===== src/rtl/op_amp_gain_array.sv =====
// Multi-channel fractional-gain amplifier: samples all channels on an internal strobe,
// then streams saturated outputs and their squares through one shared multiplier.
//
// state  | meaning
// S_IDLE | waiting for sample_tick; snapshot inputs on the tick
// S_GAIN | register x * g_eff for the current channel
// S_SQR  | register saturated amplitude, clip flag and its square
// S_OUT  | hold result with out_valid until out_ready
module op_amp_gain_array #(
    parameter int CHANNELS    = 4,
    parameter int IN_W        = 16,
    parameter int GAIN_INT_W  = 3,
    parameter int GAIN_FRAC_W = 8,
    parameter int DIV         = 1000,
    localparam int GW = GAIN_INT_W + GAIN_FRAC_W,
    localparam int CW = (CHANNELS > 1) ? $clog2(CHANNELS) : 1
) (
    input  logic                     clk,
    input  logic                     reset,
    input  logic                     enable,
    input  logic [CHANNELS*IN_W-1:0] non_inv,
    input  logic [CHANNELS*GW-1:0]   gain,
    input  logic [CHANNELS-1:0]      inv_mode,
    output logic                     sample_tick,
    output logic                     out_valid,
    input  logic                     out_ready,
    output logic [CW-1:0]            out_chan,
    output logic signed [IN_W-1:0]   out_amp,
    output logic [2*IN_W-1:0]        out_square,
    output logic                     out_sat,
    output logic                     overrun
);

    localparam int MB   = (GW + 2 > IN_W) ? GW + 2 : IN_W;
    localparam int MP   = IN_W + MB;
    localparam int CNTW = $clog2(DIV);
    localparam logic [CNTW-1:0]       LAST_CNT = CNTW'(DIV - 1);
    localparam logic [CW-1:0]         LAST_CH  = CW'(CHANNELS - 1);
    localparam logic signed [GW+1:0]  G_ONE    = signed'((GW + 2)'(2 ** GAIN_FRAC_W));
    localparam logic signed [IN_W-1:0] AMP_MAX = {1'b0, {(IN_W - 1){1'b1}}};
    localparam logic signed [IN_W-1:0] AMP_MIN = {1'b1, {(IN_W - 1){1'b0}}};

    typedef enum logic [1:0] {S_IDLE, S_GAIN, S_SQR, S_OUT} state_t;

    state_t                     r_state;
    state_t                     w_next;
    logic [CNTW-1:0]            r_cnt;
    logic [CHANNELS*IN_W-1:0]   r_x_sh;
    logic [CHANNELS*GW-1:0]     r_g_sh;
    logic [CHANNELS-1:0]        r_inv_sh;
    logic [CW-1:0]              r_ch;
    logic signed [MP-1:0]       r_p;
    logic signed [IN_W-1:0]     r_amp;
    logic [2*IN_W-1:0]          r_square;
    logic                       r_sat;
    logic                       r_overrun;

    logic                       w_tick;
    logic signed [IN_W-1:0]     w_x;
    logic [GW-1:0]              w_g;
    logic                       w_inv;
    logic signed [GW+1:0]       w_g_ext;
    logic signed [GW+1:0]       w_geff;
    logic signed [MP-1:0]       w_shift;
    logic [MP-IN_W:0]           w_top;
    logic                       w_ovf;
    logic signed [IN_W-1:0]     w_amp;
    logic signed [IN_W-1:0]     w_mul_a;
    logic signed [MB-1:0]       w_mul_b;
    logic signed [MP-1:0]       w_mul_p;

    assign w_tick      = enable && (r_cnt == LAST_CNT);
    assign sample_tick = w_tick;
    assign out_valid   = (r_state == S_OUT);
    assign out_chan    = r_ch;
    assign out_amp     = r_amp;
    assign out_square  = r_square;
    assign out_sat     = r_sat;
    assign overrun     = r_overrun;

    always_ff @(posedge clk or posedge reset) begin
        if (reset) begin
            r_cnt <= '0;
        end else if (!enable || w_tick) begin
            r_cnt <= '0;
        end else begin
            r_cnt <= r_cnt + 1'b1;
        end
    end

    assign w_x     = r_x_sh[r_ch*IN_W +: IN_W];
    assign w_g     = r_g_sh[r_ch*GW +: GW];
    assign w_inv   = r_inv_sh[r_ch];
    assign w_g_ext = signed'({2'b00, w_g});
    assign w_geff  = w_inv ? -w_g_ext : w_g_ext + G_ONE;

    // Arithmetic shift floors toward -inf; clipping is detected by the bits above the sign.
    assign w_shift = r_p >>> GAIN_FRAC_W;
    assign w_top   = w_shift[MP-1:IN_W-1];
    assign w_ovf   = !((&w_top) || !(|w_top));
    assign w_amp   = w_ovf ? (w_shift[MP-1] ? AMP_MIN : AMP_MAX) : w_shift[IN_W-1:0];

    // One multiplier: x * g_eff in S_GAIN, amp * amp in S_SQR.
    always_comb begin
        w_mul_a = w_x;
        w_mul_b = MB'(w_geff);
        if (r_state == S_SQR) begin
            w_mul_a = w_amp;
            w_mul_b = MB'(w_amp);
        end
    end

    assign w_mul_p = w_mul_a * w_mul_b;

    always_ff @(posedge clk or posedge reset) begin
        if (reset) begin
            r_state <= S_IDLE;
        end else begin
            r_state <= w_next;
        end
    end

    always_comb begin
        w_next = r_state;
        case (r_state)
            S_IDLE:  if (w_tick) w_next = S_GAIN;
            S_GAIN:  w_next = S_SQR;
            S_SQR:   w_next = S_OUT;
            S_OUT:   if (out_ready) w_next = (r_ch == LAST_CH) ? S_IDLE : S_GAIN;
            default: w_next = S_IDLE;
        endcase
    end

    always_ff @(posedge clk or posedge reset) begin
        if (reset) begin
            r_x_sh    <= '0;
            r_g_sh    <= '0;
            r_inv_sh  <= '0;
            r_ch      <= '0;
            r_p       <= '0;
            r_amp     <= '0;
            r_square  <= '0;
            r_sat     <= 1'b0;
            r_overrun <= 1'b0;
        end else begin
            case (r_state)
                S_IDLE: begin
                    if (w_tick) begin
                        r_x_sh   <= non_inv;
                        r_g_sh   <= gain;
                        r_inv_sh <= inv_mode;
                        r_ch     <= '0;
                    end
                end
                S_GAIN: r_p <= w_mul_p;
                S_SQR: begin
                    r_amp    <= w_amp;
                    r_sat    <= w_ovf;
                    r_square <= w_mul_p[2*IN_W-1:0];
                end
                S_OUT: begin
                    if (out_ready && (r_ch != LAST_CH)) r_ch <= r_ch + 1'b1;
                end
                default: ;
            endcase
            if (w_tick && (r_state != S_IDLE)) r_overrun <= 1'b1;
        end
    end

endmodule


===== config.mk =====
export PLATFORM = sky130hd
export DESIGN_NAME = op_amp_gain_array
export DESIGN_NICKNAME = d
export VERILOG_FILES = /design/src/rtl/op_amp_gain_array.sv
export SDC_FILE = /design/constraint.sdc
export NUM_CORES = 1
export LEC_CHECK = 0
export ABC_CLOCK_PERIOD_IN_PS = 15300
export CORE_MARGIN = 3
export CORE_UTILIZATION = 66
export DETAILED_ROUTE_END_ITERATION = 8
export DONT_BUFFER_PORTS = 1
export GPL_ROUTABILITY_DRIVEN = 0
export PLACE_DENSITY = 0.82
export REMOVE_ABC_BUFFERS = 1
export SYNTH_ARGS = -nofsm -noshare
export SYNTH_HDL_FRONTEND = slang
export SYNTH_SLANG_ARGS = --single-unit

===== constraint.sdc =====
create_clock -name clk -period 15.3 [get_ports clk]
set_input_delay 2.295 -clock clk [delete_from_list [all_inputs] [get_ports clk]]
set_output_delay 2.295 -clock clk [all_outputs]
set_load 0.02 [all_outputs]

---- After elaboration in Yosys (flattened, before gate mapping) ----
Index checks and enable logic that the tools add are counted.
word-level totals
  register bits ........................... 208
  input port bits ......................... 116
  output and inout port bits .............. 54
  word-level logic and storage cells ...... 60
cells by class
  add/sub/neg operators ................... 4
  multiply operators ...................... 2
  order comparisons ....................... 1
  equal/unequal tests ..................... 9
  shift operators ......................... 2
  muxes and demuxes ....................... 15
  reductions and logical operators ........ 16
operators by type and width
  kind                                                number
  2-to-1 mux 16 bit                                   4
  indexed part select 64 x 7 -> 16 bit                1
  indexed part select 44 x 7 -> 11 bit                1
  multiplier 16 x 16 -> 32 bit                        1
  2-to-1 mux 13 bit                                   1
  negation 11 -> 13 bit                               1
  adder 11 x 9 -> 12 bit, second input constant       1
  adder 10 x 1 -> 10 bit, second input constant       1
  equality test 10 bit, second input constant         1
  2-to-1 mux 10 bit                                   1
  AND reduction 9 bit                                 1
  OR reduction 9 bit                                  1
  2-to-1 mux 2 bit                                    4
  one-hot mux 2 bit (4 select lines)                  1
  equality test 2 bit, second input constant          3
  multiplier 2 x 4 -> 6 bit, second input constant    1
  != test 2 x 1 -> 1 bit, second input constant       2
  != test 2 bit, second input constant                2
  one-hot mux 2 bit (2 select lines)                  1
  AND reduction 2 bit                                 2
  nonzero test 2 bit                                  2
  logical AND 1 bit                                   3
  zero test 1 bit                                     3
  < comparator 2 x 3 -> 1 bit, second input constant  1
  other kinds (7)                                     9

---- Depth between registers and ports, before layout ----
  word-level depth ........................ 6
  gate-level depth with buffers ........... 32
  mapped depth without buffers ............ 29

---- Worst setup path before layout ----
OpenSTA, ideal clock, no wires.
  kind .................................... register -> register
  start point ............................. register r_ch[1], in the netlist out_chan[1]
  end point ............................... register r_p[29]
  library setup time ...................... 0.116 ns
  arrival ................................. 7.944 ns
  required time ........................... 15.184 ns
  slack ................................... 7.240 ns
  stages on the path, launching flop included .. 27
  buffers on the path ..................... 3
  clock period less this slack ............ 8.060 ns
  cell sequence ........................... dfrtp_1 -> buf_2 -> mux4_2 -> or4_4 -> o41ai_2 -> xor2_1 -> nand2_1 -> a21boi_1 -> clkbuf_1 -> nand2_1 -> fa_1 -> inv_1 -> fa_1 -> fa_1 -> fa_1 -> fa_1 -> inv_1 -> fa_1 -> inv_1 -> ha_1 -> clkbuf_1 -> and2_1 -> nor4b_1 -> o2111a_1 -> nor2_1 -> o21a_1 -> o311ai_0
between the ends
  longest elaborated chain between the ends .. 6
  elaborated cells between the ends (all ways) .. 11
  classes of those cells .................. add/sub: 2; mul: 2; shift: 2; mux: 5
ends and longest elaborated chain
  element                                                          line  text
  start, declared                                                  51    logic [CW-1:0] r_ch;
  start signal, assigned                                           162   if (out_ready && (r_ch != LAST_CH)) r_ch <= r_ch + 1'b1;
  multiplier 2 x 4 -> 6 bit                                        92    assign w_g = r_g_sh[r_ch*GW +: GW];
  indexed part select 44 x 7 -> 11 bit                             92
  adder 11 x 9 -> 12 bit or negation 11 -> 13 bit (tied branches)  95    assign w_geff = w_inv ? -w_g_ext : w_g_ext + G_ONE;
  2-to-1 mux 13 bit                                                95
  2-to-1 mux 16 bit                                                107   if (r_state == S_SQR) begin
  multiplier 16 x 16 -> 32 bit (*)                                 113   assign w_mul_p = w_mul_a * w_mul_b;
  end signal, assigned                                             155   S_GAIN: r_p <= w_mul_p;
  end, declared                                                    52    logic signed [MP-1:0] r_p;
Every way passes the cells marked *; elsewhere a longest branch is shown, timed or not. The select of a mux whose other input is x is not followed.
A chain may end at the register's enable or synchronous reset.

---- Final worst setup path ----
  start point ............................. register r_ch[1], in the netlist out_chan[1]
  end point ............................... register r_square[29], in the netlist out_square[29]
between the ends
  longest elaborated chain between the ends .. 6
  elaborated cells between the ends (all ways) .. 11
  classes of those cells .................. add/sub: 2; mul: 2; shift: 2; mux: 5
ends and longest elaborated chain
  element                                                          line  text
  multiplier 2 x 4 -> 6 bit                                        92
  indexed part select 44 x 7 -> 11 bit                             92
  adder 11 x 9 -> 12 bit or negation 11 -> 13 bit (tied branches)  95
  2-to-1 mux 13 bit                                                95
  2-to-1 mux 16 bit                                                107
  multiplier 16 x 16 -> 32 bit (*)                                 113
  end signal, assigned                                             159   r_square <= w_mul_p[2*IN_W-1:0];
  end, declared                                                    54    logic [2*IN_W-1:0] r_square;
Marked as above.

==> impl_metrics.env <==
export IMPL_tightest_slew_ps=1340
export IMPL_synth_seq_cells=200
export IMPL_crit_path_start="out_chan[1]$_DFFE_PP0P_"
export IMPL_cts_sinks=200
export IMPL_grt_pass1_vias=15100
export IMPL_wirelength_um=50300
export IMPL_htreeDepth=4
export IMPL_cts_inserted_buffers=17
export IMPL_hp_start="r_cnt[0]$_DFF_PP0_"
export IMPL_hold_class="register to register"
export IMPL_postCtsHoldBufs=0
export IMPL_synth_seq_area_share_pct=26.0
export IMPL_rsz0062_at_grt="no"
export IMPL_avgSynthCellArea_um2=10.1
export IMPL_grt_overflow=0
export IMPL_finalMaxSlewViolations=0
export IMPL_drive_above_1_share_pct=13.1
export IMPL_antenna_found_initial=8
export IMPL_grt_usage_pct=33.7
export IMPL_dr_pass1_iters=9
export IMPL_crit_type="register to register"
export IMPL_r2r_start="out_chan[1]$_DFFE_PP0P_"
export IMPL_boundaryPins=170
export IMPL_worstPathMaxFanout=41
export IMPL_min_period_over_period_pct=60.5
export IMPL_max_freq_ghz=0.108
export IMPL_post_cts_buffers=0
export IMPL_core_area_um2=28200
export IMPL_drt_iter0_drc=1448
export IMPL_dp_hpwl_um=38300
export IMPL_synthFlopType="dfrtp_1"
export IMPL_synth_async_reset_ratio_pct=100
export IMPL_clockRootBuffer="clkbuf_16"
export IMPL_cts_tree="built"
export IMPL_synth_edf_count=0
export IMPL_start_util_pct=68.1
export IMPL_portBuffers=0
export IMPL_hold_viol=0
export IMPL_areaGrowthSynthToFinish_pct=4.95
export IMPL_end_kind="register"
export IMPL_dieArea_um2=31200
export IMPL_fin_setup_tns_ps=0
export IMPL_arrival_ps=9600
export IMPL_vias_per_cell=6.24
export IMPL_synthCells=1898
export IMPL_dieHeight_um=177
export IMPL_grt_max_degree=116
export IMPL_status="finished, violations left"
export IMPL_fin_skew_ps=17.6
export IMPL_yosysWarningCount=0
export IMPL_clk_pin_slew_ps=90
export IMPL_num_rows=61
export IMPL_dieWidth_um=177
export IMPL_violations="design-rule violations"
export IMPL_cap_violations=0
export IMPL_ant_nets=0
export IMPL_synth_top_area_cell="fa_1"
export IMPL_grt_pass1_wl_um=80700
export IMPL_post_drt_wl_per_cell_um=22.3
export IMPL_route_detailed_drc=2
export IMPL_start_kind="register"
export IMPL_fillers=1971
export IMPL_critPathRequiredTime_ps=15640
export IMPL_finalSetupViolCount=0
export IMPL_clk_latency_ps=460
export IMPL_slew_headroom_pct=10.9
export IMPL_cts_repair_resized=0
export IMPL_nets=2330
export IMPL_ys_types=64
export IMPL_synth_area_um2=19200
export IMPL_fin_crit_ps=9260
export IMPL_clockBufferDepth=2
export IMPL_netlist_area_leader_share_pct=27.3
export IMPL_synth_area_leaders="fa_1 (27%), dfrtp_1 (26%), mux2_2 (9.3%)"
export IMPL_vias=14100
through the flow:
| stage | worst slack [ps] | utilization, % | hold WS, ps | std cells | instance area, um^2 |
|---|---|---|---|---|---|
| finish | 6040 | 71.4 | 484 | 2256 | 20200 |
| global route | 5490 | 71.4 | 513 | 2256 | 20200 |
| CTS | 6140 | 71.4 | 489 | 2251 | 20200 |
| detailed placement | 6200 | 69.2 | 478 | 2219 | 19500 |
| global placement | 6460 | 69.2 | 472 | 2219 | 19500 |
| floorplan | 5430 | - | 447 | 1826 | 18900 |
placed cells by master, fill, tap and decap left out, types with 15 or more instances in the layout:
| master | netlist | layout |
|---|---|---|
| xnor2_1 | 27 | 27 |
| mux2i_1 | 20 | 20 |
| nand2_1 | 164 | 163 |
| nor2_1 | 166 | 166 |
| mux2_2 | 158 | 158 |
| inv_1 | 352 | 351 |
| a21oi_1 | 47 | 47 |
| o21ai_0 | 44 | 44 |
| dfrtp_1 | 200 | 198 |
| buf_4 | 0 | 15 |
| o211ai_1 | 15 | 15 |
| o21a_1 | 29 | 29 |
| ha_1 | 92 | 90 |
| fa_1 | 262 | 262 |
| and2_1 | 18 | 18 |
| nand3_1 | 17 | 17 |
| clkbuf_16 | 0 | 17 |
state kept, by name (all words and copies together) (netlist names):
register    count
out_amp        16
out_chan        2
out_sat         1
out_square     32
overrun         1
r_cnt          10
r_g_sh         44
r_inv_sh        4
r_p            24
r_state         2
r_x_sh         64
synth_stat cells, types with 3 or more instances:
master	instances
nand4_1	9
and2_1	18
o21ai_0	44
o21a_1	29
and3_1	5
a21o_1	11
a21boi_0	6
clkbuf_1	53
inv_1	352
mux4_2	14
o21ai_1	14
o2111ai_1	7
nor4_1	4
a31oi_1	8
nor2_1	166
nor3_1	13
o31ai_1	10
or3_1	3
nand2b_1	14
nor2b_1	12
a22o_1	5
ha_1	92
xnor2_1	27
buf_1	9
mux2_2	158
dfrtp_1	200
nand2_1	164
o21bai_1	5
a21oi_1	47
mux2i_1	20
o211ai_1	15
nand3_1	17
a211o_1	4
fa_1	262
a21boi_1	6
o311ai_0	8
buf_2	8
xor2_1	11
nand4b_1	4
or2_2	14
routing by layer:
metal / vias to the layer above / global-route usage, % / share of wire, %
met5: - / 0 / 0.072
met2: 794 / 54.8 / 49
li1: 5987 / - / -
met3: 219 / 9.76 / 10
met4: 6 / 16.4 / 5.5
met1: 7067 / 41.6 / 36
path summary, 6_finish.rpt:
path,end,slack (ps),cells after the start
setup / recovery,out_square[29]$_DFFE_PP0P_,6040,26
hold / removal,r_cnt[0]$_DFF_PP0_,480,1
setup reg to reg,out_square[29]$_DFFE_PP0P_,6040,26
hold reg to reg,r_cnt[0]$_DFF_PP0_,480,1
max in group asynchronous,out_chan[1]$_DFFE_PP0P_,11790,2
min in group asynchronous,out_amp[12]$_DFFE_PP0P_,1830,1
layout make-up:
type,instances,area [um^2],area share [%]
Timing Repair Buffer,15,113,0.558
Clock buffer,18,439,2.18
Antenna cell,5,12.5,0.0620
Multi-Input combinational cell,1272,12600,62.5
Sequential cell,200,5010,24.8
Clock inverter,14,176,0.874
Tap cell,378,473,2.34
Inverter,354,1340,6.62
worst max-delay path: stages (launching register included):
cell,delay [ps]
dfrtp_2,460
buf_4,610
mux4_2,660
nor4_1,510
nor3b_2,330
xnor2_1,170
a211o_1,200
a21boi_4,420
nand2_1,130
fa_1,520
inv_1,50
fa_1,510
inv_1,80
fa_1,540
inv_1,70
fa_1,380
fa_1,510
inv_1,50
fa_1,470
inv_1,40
ha_1,430
and2_1,200
nor4b_1,700
o2111a_1,380
nor2_1,180
o21a_1,230
o311ai_0,310
logic make-up after synthesis:
kind of cell / share of synthesized area (%)
simple gates: 10.5
mux: 11.9
fa+ha+maj: 33.3
xor+xnor: 1.73
flops: 26.0
buf+inv: 8.45
compound gates: 8.13
Power is left out: the tool's default activity adds up to more than one toggle a clock period on the data nets, which glitch-free logic cannot reach.
